===== src/rtl/dmac_sc_bi_windowed.sv =====
// Bipolar stochastic multiply-accumulate: per-lane XNOR products of LFSR streams,
// mux-added by a bit-reversed counter, with run control and ones/bipolar-sum results.
module dmac_sc_bi_windowed #(
   parameter int                NUM_LANES    = 16,
   parameter int                DATA_W       = 8,
   parameter logic [DATA_W-1:0] LFSR_TAPS    = 8'hB8,
   parameter int                LEN_MAX_LOG2 = 10
) (
   input  logic                                  clk,
   input  logic                                  rst,
   input  logic [NUM_LANES*DATA_W-1:0]           i_a,
   input  logic [NUM_LANES*DATA_W-1:0]           i_b,
   input  logic                                  i_load_a,
   input  logic                                  i_load_b,
   input  logic [NUM_LANES*DATA_W-1:0]           i_seed_a,
   input  logic [NUM_LANES*DATA_W-1:0]           i_seed_b,
   input  logic [$clog2(LEN_MAX_LOG2+1)-1:0]     i_len_log2,
   input  logic                                  i_start,
   input  logic                                  i_abort,
   output logic                                  o_busy,
   output logic                                  o_bit,
   output logic                                  o_bit_vld,
   output logic                                  o_done,
   output logic [LEN_MAX_LOG2:0]                 o_ones,
   output logic signed [LEN_MAX_LOG2+1:0]        o_sum
);

   localparam int SEL_W = $clog2(NUM_LANES);
   localparam int CNT_W = LEN_MAX_LOG2 + 1;
   localparam int LL_W  = $clog2(LEN_MAX_LOG2 + 1);

   typedef enum logic [1:0] {S_IDLE, S_RUN, S_DONE} state_t;

   state_t state, state_nxt;

   logic [DATA_W-1:0] a_reg  [NUM_LANES];
   logic [DATA_W-1:0] b_reg  [NUM_LANES];
   logic [DATA_W-1:0] lfsr_a [NUM_LANES];
   logic [DATA_W-1:0] lfsr_b [NUM_LANES];

   logic [CNT_W-1:0]     cnt, len, ones;
   logic [NUM_LANES-1:0] p_vec;
   logic [SEL_W-1:0]     sel;
   logic                 p_sel, start_ok, run_step, last;

   logic                 bit_p1, vld_p1;
   logic                 done_p2;
   logic [CNT_W-1:0]     ones_p2;
   logic signed [CNT_W:0] sum_p2;

   function automatic logic [DATA_W-1:0] lfsr_step(input logic [DATA_W-1:0] s);
      return {s[DATA_W-2:0], ^(s & LFSR_TAPS)};
   endfunction

   // An all-zero LFSR would lock up, so a zero seed is promoted to 1.
   function automatic logic [DATA_W-1:0] seed_fix(input logic [DATA_W-1:0] s);
      return (s == '0) ? DATA_W'(1) : s;
   endfunction

   function automatic logic [SEL_W-1:0] bit_rev(input logic [SEL_W-1:0] v);
      logic [SEL_W-1:0] r;
      for (int i = 0; i < SEL_W; i++) r[i] = v[SEL_W-1-i];
      return r;
   endfunction

   function automatic logic [CNT_W-1:0] len_decode(input logic [LL_W-1:0] l);
      if (l > LL_W'(LEN_MAX_LOG2)) return CNT_W'(1) << LEN_MAX_LOG2;
      return CNT_W'(1) << l;
   endfunction

   // 2*ones - len; the intermediate may wrap but the true result always fits.
   function automatic logic signed [CNT_W:0] bipolar(input logic [CNT_W-1:0] ones_v,
                                                    input logic [CNT_W-1:0] len_v);
      return $signed({ones_v, 1'b0}) - $signed({1'b0, len_v});
   endfunction

   assign start_ok = i_start && (state != S_RUN);
   assign run_step = (state == S_RUN) && !i_abort;
   assign last     = (cnt == len - CNT_W'(1));

   always_comb begin
      state_nxt = state;
      case (state)
         S_IDLE:  if (i_start) state_nxt = S_RUN;
         S_RUN:   if (i_abort) state_nxt = S_IDLE;
                  else if (last) state_nxt = S_DONE;
         S_DONE:  state_nxt = i_start ? S_RUN : S_IDLE;
         default: state_nxt = S_IDLE;
      endcase
   end

   // Stage p0: lane comparators, XNOR products and bit-reversed select
   always_comb begin
      p_vec = '0;
      for (int i = 0; i < NUM_LANES; i++)
         p_vec[i] = ~((lfsr_a[i] <= a_reg[i]) ^ (lfsr_b[i] <= b_reg[i]));
   end

   assign sel   = bit_rev(cnt[SEL_W-1:0]);
   assign p_sel = p_vec[sel];

   always_ff @(posedge clk or posedge rst) begin
      if (rst) begin
         state   <= S_IDLE;
         cnt     <= '0;
         len     <= '0;
         ones    <= '0;
         bit_p1  <= 1'b0;
         vld_p1  <= 1'b0;
         done_p2 <= 1'b0;
         ones_p2 <= '0;
         sum_p2  <= '0;
         for (int i = 0; i < NUM_LANES; i++) begin
            a_reg[i]  <= '0;
            b_reg[i]  <= '0;
            lfsr_a[i] <= DATA_W'(1);
            lfsr_b[i] <= DATA_W'(1);
         end
      end else begin
         state <= state_nxt;
         for (int i = 0; i < NUM_LANES; i++) begin
            if (i_load_a && state != S_RUN) a_reg[i] <= i_a[i*DATA_W +: DATA_W];
            if (i_load_b && state != S_RUN) b_reg[i] <= i_b[i*DATA_W +: DATA_W];
         end
         if (start_ok) begin
            len  <= len_decode(i_len_log2);
            cnt  <= '0;
            ones <= '0;
            for (int i = 0; i < NUM_LANES; i++) begin
               lfsr_a[i] <= seed_fix(i_seed_a[i*DATA_W +: DATA_W]);
               lfsr_b[i] <= seed_fix(i_seed_b[i*DATA_W +: DATA_W]);
            end
         end else if (run_step) begin
            cnt  <= cnt + CNT_W'(1);
            ones <= ones + CNT_W'(p_sel);
            for (int i = 0; i < NUM_LANES; i++) begin
               lfsr_a[i] <= lfsr_step(lfsr_a[i]);
               lfsr_b[i] <= lfsr_step(lfsr_b[i]);
            end
         end
         // Stage p1: registered output bit
         vld_p1 <= run_step;
         if (run_step) bit_p1 <= p_sel;
         // Stage p2: results published one cycle after the last bit
         done_p2 <= (state == S_DONE);
         if (state == S_DONE) begin
            ones_p2 <= ones;
            sum_p2  <= bipolar(ones, len);
         end
      end
   end

   assign o_busy    = (state == S_RUN);
   assign o_bit     = bit_p1;
   assign o_bit_vld = vld_p1;
   assign o_done    = done_p2;
   assign o_ones    = ones_p2;
   assign o_sum     = sum_p2;

endmodule

===== config.mk =====
export PLATFORM = sky130hd
export DESIGN_NAME = dmac_sc_bi_windowed
export DESIGN_NICKNAME = d
export VERILOG_FILES = /design/src/rtl/dmac_sc_bi_windowed.sv
export SDC_FILE = /design/constraint.sdc
export NUM_CORES = 2
export LEC_CHECK = 0
export CAP_MARGIN = 25
export CORE_UTILIZATION = 33
export DETAILED_ROUTE_END_ITERATION = 8
export MAX_ROUTING_LAYER = met4
export PLACE_DENSITY = 0.58
export SKIP_CTS_REPAIR_TIMING = 1
export SLEW_MARGIN = 20
export SYNTH_ARGS = -nofsm -noshare
export SYNTH_HDL_FRONTEND = slang
export SYNTH_SLANG_ARGS = --single-unit

===== constraint.sdc =====
create_clock -name clk -period 21.5 [get_ports clk]
set_input_delay 6.45 -clock clk [delete_from_list [all_inputs] [get_ports clk]]
set_output_delay 6.45 -clock clk [all_outputs]
set_load 0.01 [all_outputs]

==> impl_metrics.py <==
metrics = {
    "layout": {
        "syn_to_final_growth_pct": 29.3,
        "finish.instance_area_sq_um": 40700,
        "fin_util": 0.434,
        "finalNetCount": 4533,
        "drive_gt1_frac": 0.124,
        "nFillCells": 9085,
        "seqCellArea_sq_um": 14400,
        "multiInputGateArea_sq_um": 15500,
    },
    "logic_synthesis": {
        "yosysWarnings": 0,
        "synthFlopType": "dfrtp_1",
        "synthMuxAreaShare": 0.0948,
        "yosys-top-cells-area": "dfrtp_1 43%, ha_1 11%, mux2_2 9.5%",
        "synth_cell_types": 48,
        "syn_area_sq_um": 31500,
        "syn-mean-instance-area_sq_um": 9.74,
        "async_flop_share": 1.00,
        "synth-seq-cells": 573,
        "yosysSeqAreaShare": 0.457,
        "synth_edf_count": 0,
        "synth_compound_area_frac": 0.118,
        "syn_inst": 3233,
        "synth_nets": 4026,
        "synthAdderAreaFrac": 0.108,
        "yosys.area_share.simple": 0.132,
        "yosys.area.top_type": "dfrtp_1",
        "synth-xor-area-share": 0.0392,
        "yosys.area.top_type_share": 0.430,
        "synth_top_family_by_area": "simple AND/OR/NAND/NOR gates",
    },
    "floorplanning": {
        "core_area_sq_um": 93900,
        "die_area_sq_um": 96700,
        "initial_core_util": 0.335,
        "die_width_microns": 311,
        "num_rows": 112,
        "die_height_microns": 311,
        "io_pins": 549,
    },
    "pwr": {
        "p_sw_uw": 1420,
        "clkPwrFrac": 0.290,
        "sw_frac_of_total": 0.339,
        "total_power_uw": 4180,
        "max-vdd-ir-drop_mv": 0.0555,
        "seqPwrFrac": 0.381,
        "leakagePower_uw": 0.0181,
        "power.density_nw_per_um2": 103,
        "internal_power_uw": 2760,
        "power_frac_comb": 0.329,
    },
    "sta": {
        "timing.fmax_ghz": 0.109,
        "rsz0062_at_grt": "no",
        "finalCritPeriodShare": 0.426,
        "skew_ps": 14.8,
        "slew_headroom": 0.314,
        "tns_ps": 0,
        "worstMarginPinSlew_ps": 1030,
        "finalHoldViolations": 0,
        "setup_viol": 0,
        "layout_min_cycle_time_ps": 9170,
        "drv_slew": 0,
    },
    "detailed_routing": {
        "avgRoutedWirePerCell_microns": 19.1,
        "vias_per_cell": 4.98,
        "vias": 25200,
        "drtIter0Drc": 1511,
        "drc": 0,
        "drtPass1Iterations": 5,
        "antenna_left": 0,
        "wl_microns": 96800,
    },
    "worst_setup_path": {
        "crit_type": "input pin to register",
        "end_kind": "register",
        "critical_path_required_ps": 22040,
        "arrival_ps": 9700,
        "worst_setup_path_start_kind": "input pin",
        "critPathBufInv": 4,
        "critPathTopFamily": "buffers and inverters",
        "ff2ff_setup_slack_ps": 17660,
        "cp_cell_sequence": "clkdlybuf4s50_1 -> or2_4 -> inv_6 -> nor2_4 -> buf_4 -> buf_4 -> nand2_1 -> nand2_1",
        "cp_slowest_cell": "buf_4",
        "slowest_delay_ps": 750,
        "cp_max_fo": 98,
    },
    "clock_tree": {
        "clkTransAtPathRegs_ps": 60,
        "htree_levels": 3,
        "cts_buffers": 70,
        "cts_tree": "built",
        "clk_latency_ps": 610,
        "clk_path_buf_depth": 3,
        "cts_sinks": 573,
        "root_buffer": "clkbuf_16",
    },
    "global_routing": {
        "grt.overflow.total": 0,
        "grt_max_degree": 166,
        "grt_antenna_before_repair": 12,
        "grt_pass1_vias": 25700,
        "track_usage": 0.206,
        "grt_pass1_wl_microns": 151000,
    },
    "placement": {
        "io_buffers": 548,
        "place_congestion": 0.845,
        "place_area_sq_um": 38300,
        "hpwl_microns": 71700,
    },
    "worst_hold_path": {
        "hold_class": "register to register",
    },
    "flow_run": {
        "maxCapViolCount": 0,
    },
    "outcome": {
        "status": "complete, no violations",
    },
}
-- kinds of logic after synthesis --
logic type / count (synthesis)
compound gates: 626
xor+xnor: 141
fa+ha+maj: 271
buf+inv: 422
flops: 573
mux: 265
simple gates: 935
-- cell usage after synthesis (all sizes together) (8+ instances only) --
master and instances:
o211ai 34, dfstp 32, xor2 33, nand3 8, or4 34, inv 280
nand2b 9, or3 12, clkbuf 120, buf 21, dfrtp 541, or2 25
nor4 36, nor2b 34, nor3 10, nand4 72, nand2 520, o22ai 18
a22oi 116, mux2 265, xnor2 108, nor2 166, o21ai 158, a21oi 174
a31oi 109, ha 270
-- metrics by stage --
| stage | instances | worst slack [ps] | hold slack [ps] |
|---|---|---|---|
| after floorplan | 3233 | 7270 | 472 |
| after global placement | 4918 | 11630 | 466 |
| after detailed placement | 4920 | 11630 | 472 |
| after CTS | 5044 | 12280 | 488 |
| after global routing | 5058 | 12050 | 514 |
| final | 5058 | 12330 | 481 |
-- final timing paths --
| path | cells past startpoint | startpoint | endpoint |
|---|---|---|---|
| worst min-delay path | 2 | o_sum[11] | o_sum[11] |
| worst min register to register | 2 | o_sum[11] | o_sum[11] |
| worst max-delay path | 8 | i_abort | lfsr_a[121] |
| worst max register to register | 15 | b_reg[57] | ones[7] |
| max in group asynchronous | 5 | rst | cnt[4] |
| min in group asynchronous | 3 | rst | a_reg[14] |
-- power by group through the flow --
stage / logic (uW) / clock network, uW / registers, uW
6_report: 1370 / 1210 / 1590
3_5_place_dp: 1390 / 0 / 1610
4_1_cts: 1400 / 1240 / 1590
3_3_place_gp: 1360 / 0 / 1610
5_1_grt: 1570 / 1280 / 1630
2_1_floorplan: 978 / 0 / 1530
-- final cells by class --
class,count,share of cell area
antenna,12,0.000738
clock buffer,105,0.0527
clock inverter,19,0.00504
inverter,281,0.0261
multi-input combinational,2238,0.382
sequential,573,0.353
tap,1254,0.0385
timing repair buffer,576,0.142
-- cell usage in the layout, fill, tap and decap left out, types with 5 or more instances in the layout --
| master | instances |
|---|---|
| clkbuf_1 | 12 |
| mux2_2 | 265 |
| dfrtp_1 | 541 |
| o21ai_0 | 158 |
| a31oi_1 | 109 |
| o31ai_1 | 5 |
| nor4_1 | 36 |
| o211ai_1 | 34 |
| nor3_1 | 10 |
| nor2_1 | 164 |
| xnor2_1 | 108 |
| inv_1 | 279 |
| nor2b_1 | 34 |
| xor2_1 | 33 |
| clkdlybuf4s50_1 | 548 |
| nand4_1 | 72 |
| ha_1 | 270 |
| nand2b_1 | 8 |
| diode_2 | 12 |
| nand2_1 | 517 |
| a22oi_1 | 116 |
| clkbuf_16 | 73 |
| dfstp_2 | 32 |
| clkbuf_8 | 20 |
| clkinv_2 | 12 |
| a21oi_1 | 174 |
| o22ai_1 | 18 |
| nand3_1 | 8 |
| buf_4 | 24 |
| or4_1 | 34 |
| or3_1 | 11 |
| or2_2 | 24 |
-- tightest hold or removal path, stage by stage (launching register included) --
cell	delay (ps)
dfrtp_1	340
nand2_1	40
o21ai_0	60
-- routing by layer --
| metal | track usage | up-vias | wire length, microns |
|---|---|---|---|
| met5 | - | - | 0 |
| met4 | 0.0666 | 0 | 2690 |
| met3 | 0.0305 | 135 | 4030 |
| met2 | 0.340 | 569 | 47200 |
| met1 | 0.259 | 12200 | 42900 |
| li1 | - | 12300 | - |
Power figures use the tool's default switching activity.
